===== src/rtl/simon_control.sv =====
`default_nettype none
// ============================================================================
// Module   : simon_control
// Brief    : Control FSM for the Simon game: pattern entry, paced playback,
//            player repeat with checking, and a terminal DONE replay loop.
// Revision : 1.0
// ============================================================================
module simon_control #(
  parameter int PLAY_TICKS = 4,
  parameter int MAX_LEN    = 64
) (
  input  logic       clk,
  input  logic       rst,
  input  logic       enter,
  input  logic       seq_remain,
  input  logic       valid_repeat,
  input  logic       valid_input,
  output logic       clear_i,
  output logic       increment_i,
  output logic       increment_n,
  output logic       write_pattern,
  output logic       input_led_pattern,
  output logic [2:0] mode_leds,
  output logic       won,
  output logic [6:0] seq_len
);

  typedef enum logic [1:0] {
    S_INPUT    = 2'd0,
    S_PLAYBACK = 2'd1,
    S_REPEAT   = 2'd2,
    S_DONE     = 2'd3
  } state_t;

  localparam logic [7:0] c_LAST_TICK = 8'(PLAY_TICKS - 1);
  localparam logic [6:0] c_MAX_LEN   = 7'(MAX_LEN);

  state_t     r_state;
  state_t     w_state_nxt;
  logic [7:0] r_dwell;
  logic [7:0] w_dwell_nxt;
  logic [6:0] r_len;
  logic [6:0] w_len_nxt;
  logic       r_won;
  logic       w_won_nxt;
  logic       w_last_tick;

  assign w_last_tick = (r_dwell == c_LAST_TICK);

  always_ff @(posedge clk) begin
    if (rst) begin
      r_state <= S_INPUT;
      r_dwell <= 8'd0;
      r_len   <= 7'd0;
      r_won   <= 1'b0;
    end else begin
      r_state <= w_state_nxt;
      r_dwell <= w_dwell_nxt;
      r_len   <= w_len_nxt;
      r_won   <= w_won_nxt;
    end
  end

  always_comb begin
    w_state_nxt   = r_state;
    w_dwell_nxt   = r_dwell;
    w_len_nxt     = r_len;
    w_won_nxt     = r_won;
    clear_i       = 1'b0;
    increment_i   = 1'b0;
    increment_n   = 1'b0;
    write_pattern = 1'b0;

    case (r_state)
      S_INPUT: begin
        if (enter && valid_input) begin
          write_pattern = 1'b1;
          increment_n   = 1'b1;
          clear_i       = 1'b1;
          w_len_nxt     = r_len + 7'd1;
          w_dwell_nxt   = 8'd0;
          w_state_nxt   = S_PLAYBACK;
        end
      end

      // PLAYBACK and DONE share the dwell pacing; only the end-of-sequence
      // action differs (hand over to REPEAT vs. wrap to element 0).
      S_PLAYBACK, S_DONE: begin
        if (w_last_tick) begin
          w_dwell_nxt = 8'd0;
          if (seq_remain) begin
            increment_i = 1'b1;
          end else begin
            clear_i = 1'b1;
            if (r_state == S_PLAYBACK) begin
              w_state_nxt = S_REPEAT;
            end
          end
        end else begin
          w_dwell_nxt = r_dwell + 8'd1;
        end
      end

      S_REPEAT: begin
        if (enter) begin
          if (!valid_repeat) begin
            clear_i     = 1'b1;
            w_won_nxt   = 1'b0;
            w_dwell_nxt = 8'd0;
            w_state_nxt = S_DONE;
          end else if (seq_remain) begin
            increment_i = 1'b1;
          end else if (r_len < c_MAX_LEN) begin
            clear_i     = 1'b1;
            w_state_nxt = S_INPUT;
          end else begin
            clear_i     = 1'b1;
            w_won_nxt   = 1'b1;
            w_dwell_nxt = 8'd0;
            w_state_nxt = S_DONE;
          end
        end
      end

      default: w_state_nxt = S_INPUT;
    endcase

    if (rst) begin
      clear_i       = 1'b0;
      increment_i   = 1'b0;
      increment_n   = 1'b0;
      write_pattern = 1'b0;
    end
  end

  always_comb begin
    input_led_pattern = 1'b0;
    mode_leds         = 3'b001;
    case (r_state)
      S_INPUT: begin
        input_led_pattern = 1'b1;
        mode_leds         = 3'b001;
      end
      S_PLAYBACK: mode_leds = 3'b010;
      S_REPEAT: begin
        input_led_pattern = 1'b1;
        mode_leds         = 3'b100;
      end
      S_DONE:   mode_leds = 3'b111;
      default:  mode_leds = 3'b001;
    endcase
  end

  assign won     = (r_state == S_DONE) && r_won;
  assign seq_len = r_len;

endmodule
`default_nettype wire


===== config.mk =====
export PLATFORM = sky130hd
export DESIGN_NAME = simon_control
export DESIGN_NICKNAME = d
export VERILOG_FILES = /design/src/rtl/simon_control.sv
export SDC_FILE = /design/constraint.sdc
export NUM_CORES = 1
export LEC_CHECK = 0
export CAP_MARGIN = 0
export CORE_ASPECT_RATIO = 1.4
export CORE_MARGIN = 10
export CORE_UTILIZATION = 41
export CTS_CLUSTER_SIZE = 8
export DETAILED_ROUTE_END_ITERATION = 7
export PLACE_DENSITY = 0.69
export SLEW_MARGIN = 20
export SYNTH_ARGS = -nofsm -noshare
export SYNTH_HDL_FRONTEND = slang
export SYNTH_SLANG_ARGS = --single-unit

===== constraint.sdc =====
create_clock -name clk -period 3.1 [get_ports clk]
set_input_delay 0.31 -clock clk [delete_from_list [all_inputs] [get_ports clk]]
set_output_delay 0.31 -clock clk [all_outputs]
set_load 0.01 [all_outputs]

* Yosys cells after proc, flatten, opt, wreduce, memory -nomap -nowiden
Cells that the tools add are included.
** Word-level totals
- Logic and storage cells :: 65
- Register bits after elaboration :: 18
- Input bits :: 6
- Output and inout bits :: 16
** Operators by class
- Order comparisons :: 1
- Muxes and demuxes :: 36
- Reduce and logical (&&, ||, !) cells :: 9
- $add $sub $neg :: 2
- Equality and inequality tests :: 13
** Operators with widths (number)
- $mux W8 :: 6
- $pmux W8 S3 :: 1
- $mux W1 :: 17
- $mux W2 :: 8
- $ne A2 B2 Y1 const B :: 7
- $pmux W3 S4 :: 1
- $add A8 B1 Y8 const B :: 1
- $eq A8 B2 Y1 const B :: 1
- $reduce_and A4 Y1 :: 2
- $add A7 B1 Y7 const B :: 1
- $lt A7 B7 Y1 const B :: 1
- $ne A3 B3 Y1 const B :: 2
- $pmux W2 S3 :: 1
- $reduce_and A6 Y1 :: 1
- $eq A2 B2 Y1 const B :: 2
- $reduce_or A2 Y1 :: 2
- $pmux W1 S3 :: 1
- $eq A2 B1 Y1 const B :: 1
- $logic_and A1 B1 Y1 :: 2
- $logic_not A2 Y1 :: 1
- $pmux W1 S2 :: 1
- $reduce_and A2 Y1 :: 1

* Depth between registers and ports, before layout
- Word-level depth :: 6
- Mapped depth :: 8
- Depth with buffers taken out :: 6

* Worst setup path before layout
OpenSTA, ideal clock, no wires.
- Path type :: register -> register
- Start point :: register r_state[0]
- End point :: register r_dwell[0]
- Arrival :: 1.877 ns
- Period minus slack after synthesis :: 2.010 ns
- Cell stages (with the launch flop) :: 9
- Library setup time :: 0.133 ns
- Required time :: 2.967 ns
- Buffers on the path :: 2
- Path slack :: 1.090 ns
- Cells stage by stage :: dfxtp_1 > inv_1 > ha_1 > buf_6 > nor2b_4 > a311o_1 > buf_2 > o21bai_1 > nor2_1
** On the way
- Word-level cells in the longest chain between the ends :: 3
- Elaborated cells on any way between the ends :: 11
- Classes of those cells :: eq/ne: 7; mux: 1; reduce/logical: 3
** RTL lines
- start: declaration :: line 38 : state_t r_state;
- start signal: assignment :: line 57 : r_state <= w_state_nxt;
- $eq A2 B2 Y1, or another cell as far along :: line 74 : case (r_state)
- $ne A3 B3 Y1 (no line), or another cell as far along
- $reduce_and A4 Y1 (no line) or $pmux W8 S3 (tied branches)
- end signal: assignment :: line 58 : r_dwell <= w_dwell_nxt;
- end: declaration :: line 40 : logic [7:0] r_dwell;
Parallel ways exist; a longest one is shown, timed or not.
A chain may end at the register's enable or synchronous reset.

* Worst setup path in the final report
- Start point :: register r_dwell[0]
- End point :: output increment_i
** On the way
- Word-level cells in the longest chain between the ends :: 4
** RTL lines
- $eq A8 B2 Y1 :: line 48 : assign w_last_tick = (r_dwell == c_LAST_TICK);
- $mux W1 :: line 89 : if (w_last_tick) begin
- $pmux W1 S2 :: line 74
- $mux W1 :: line 128 : if (rst) begin
- end: declaration :: line 19 : output logic increment_i,
Every way passes these cells.

==> results.py <==
metrics = {
    "worst_setup_path": {
        "worst_ep_arrival_time_ns": 2.45,
        "crit_path_start": "r_dwell[0]",
        "crit_path_max_incr_delay_ns": 0.62,
        "ff2ff_path_depth": 6,
        "r2r_start": "r_state[0]",
        "cp-endpoint": "increment_i",
        "r2r-end": "r_dwell[0]",
        "crit_fanout": 4,
        "worstPathCellList": "ha_1 -> nor4b_1 -> nand2_1 -> o21ai_0 -> nor4b_1 -> clkdlybuf4s50_1",
        "worstSetupPathType": "flip-flop to primary output",
        "crit_path_frequent_cell": "nor4b_1",
        "start_kind": "flip-flop",
        "crit_path_top_delay_cell": "clkdlybuf4s50_1",
        "crit_required_ns": 2.79,
        "ff2ff_setup_slack_ns": 0.78,
        "endpoint_kind": "primary output",
    },
    "final_layout": {
        "seqCellArea_um2": 360,
        "stdcell_count": 187,
        "diodes": 0,
        "final_common_cell": "clkdlybuf4s50_1",
        "nNetsFinal": 166,
        "multi_input_area_um2": 656,
        "area_growth_pct": 23.8,
        "drive_above_1_share": 0.0662,
        "fillers": 279,
        "final_cell_mix": "21 x clkdlybuf4s50_1, 18 x dfxtp_1, 12 x a21oi_1",
    },
    "detailed_routing": {
        "viasPerCell": 5.35,
        "drc": 0,
        "vias": 1001,
        "wirelength_mm": 2.50,
        "ant_nets": 0,
        "first_pass_iters": 4,
        "dr.first_iter.drc_count": 11,
        "wl_per_cell_um": 13.4,
    },
    "place": {
        "place_congestion": 0.783,
        "portBuffers": 21,
        "dp.cells": 183,
        "place_hpwl_mm": 1.93,
    },
    "yosys": {
        "synth_area_um2": 1090,
        "synthFlopType": "dfxtp_1",
        "syn_nets": 146,
        "synthArstFlopShare": 0,
        "synthDistinctLibCells": 39,
        "ys_seq_area_frac": 0.332,
        "ys_warn_count": 0,
        "syn_inst": 132,
        "synthTopCellsByArea": "dfxtp_1 33%, ha_1 9.2%, a21oi_1 5.5%",
        "yosys.area.top_type_share": 0.332,
        "synth_edf_count": 0,
        "yosysTopAreaCell": "dfxtp_1",
        "synth.avg_cell_area_um2": 8.23,
        "ys_seq_elements": 18,
    },
    "grt": {
        "use_met1": 0.103,
        "grt_max_degree": 17,
        "grt_pass1_vias": 942,
        "met2_usage": 0.174,
        "grt_usage": 0.104,
        "top_usage_layer": "met2",
        "globalRouteOverflowTotal": 0,
        "grt_pass1_wl_mm": 4.33,
        "grtUsageMet3": 0.0620,
        "antenna_found_initial": 0,
    },
    "die": {
        "coreArea_um2": 2590,
        "start_util": 0.420,
        "core.rowCount": 22,
        "fp.dieW_um": 63.5,
        "die_y_um": 80.9,
        "die_area_um2": 5140,
        "io_pins": 22,
    },
    "clocking": {
        "htreeDepth": 1,
        "ctsRootBufferMaster": "clkbuf_4",
        "ctsResizeCount": 0,
        "path_clk_slew_ns": 0.10,
        "post-cts-setup-buffers": 0,
        "numCtsBuffers": 3,
        "clk_latency_ns": 0.30,
        "cts-hold-fix-buffers": 0,
        "cts_tree": "done",
        "cts.path.max_buffers": 2,
        "clock_sinks": 18,
    },
    "run_status": {
        "outcome": "finished, final reports clean",
    },
    "sta": {
        "timing.final.crit_share": 0.891,
        "fmax_mhz": 362,
        "setup_tns_ns": 0,
        "setup_violations": 0,
        "hold_violations": 0,
        "maxSlewViolCount": 0,
        "slew-limit-headroom": 0.611,
        "worstMarginPinSlew_ns": 0.582,
        "period_needed_ns": 2.76,
        "skew_ns": 0.00627,
        "rsz0062_at_grt": "false",
    },
    "power": {
        "power_density_nw_per_um2": 484,
        "peakVddDrop_mv": 0.275,
        "leakage_nw": 0.472,
    },
    "min_path": {
        "hold_class": "flip-flop to flip-flop",
        "hold_depth": 2,
    },
    "flow_run": {
        "maxCapViolCount": 0,
    },
}
==> area by class of cell <==
cell class	instances	share of cell area
flip-flops and latches	18	0.268
well taps	36	0.0335
multi-input cells	99	0.487
inverters	8	0.0223
clock buffers	4	0.0270
repair buffers	22	0.162
==> where the power goes <==
part / switching, mW / internal, mW / leakage [nW]
Combinational: 0.127 / 0.113 / 0.305
Clock: 0.0773 / 0.0716 / 0.0210
Sequential: 0.0165 / 0.246 / 0.146
Total: 0.221 / 0.430 / 0.472
==> cells in the mapped netlist, types with 2 or more instances <==
library cell  number
nor4b_1            2
nand4_1            2
ha_1               8
a211o_1            2
o21ai_0           10
buf_2              2
a21oi_1           12
clkbuf_1           3
nand2b_1           2
dfxtp_1           18
mux2i_1            2
nand2_1            9
xor2_1             2
nor3_1             4
and2_1             3
xnor2_1            3
nor2_1            10
inv_1              8
nand3_1            4
or3_1              7
==> worst min path at each step <==
stage	end	slack, ns	start
after floorplan	r_dwell[1]	0.44	r_dwell[1]
after global placement	r_dwell[1]	0.46	r_dwell[1]
after detailed placement	r_dwell[1]	0.47	r_dwell[1]
after CTS	r_dwell[1]	0.49	r_dwell[1]
after global routing	r_dwell[7]	0.52	r_dwell[7]
final	r_dwell[1]	0.48	r_dwell[1]
==> layer usage <==
| metal | vias to the layer above | wire [um] |
|---|---|---|
| li1 | 501 | - |
| met1 | 478 | 1040 |
| met2 | 20 | 1250 |
| met3 | 2 | 189 |
| met4 | 0 | 13 |
| met5 | - | 0 |
==> stage by stage <==
step                area (um2)  hold slack (ns)  setup WS, ns  utilization  power (mW)
floorplan                 1090            0.444          1.09            -       0.423
global placement          1310            0.456         0.713        0.506       0.504
detailed placement        1310            0.473         0.629        0.506       0.506
CTS                       1350            0.488         0.312        0.520       0.656
global route              1350            0.524        0.0785        0.520       0.694
finish                    1350            0.483         0.337        0.520       0.651
==> worst max-delay path: cells and delay by family, from the launching register on <==
| family | cells | cell delay [ns] |
|---|---|---|
| compound gates | 1 | 0.19 |
| fa+ha+maj | 1 | 0.21 |
| buf+inv | 1 | 0.62 |
| flops | 1 | 0.38 |
| simple gates | 3 | 0.77 |
==> flip-flops by register name, summed over array words and instances, names as in the netlist <==
signal   cells
r_state      2
r_won        1
seq_len      7
r_dwell      8
==> cell families after synthesis <==
kind of cell | share of synthesized area
xor+xnor | 0.0403
simple gates | 0.250
buf+inv | 0.0645
compound gates | 0.192
mux | 0.0288
flops | 0.332
fa+ha+maj | 0.0922
No activity file was read; power rests on OpenSTA's default activity.
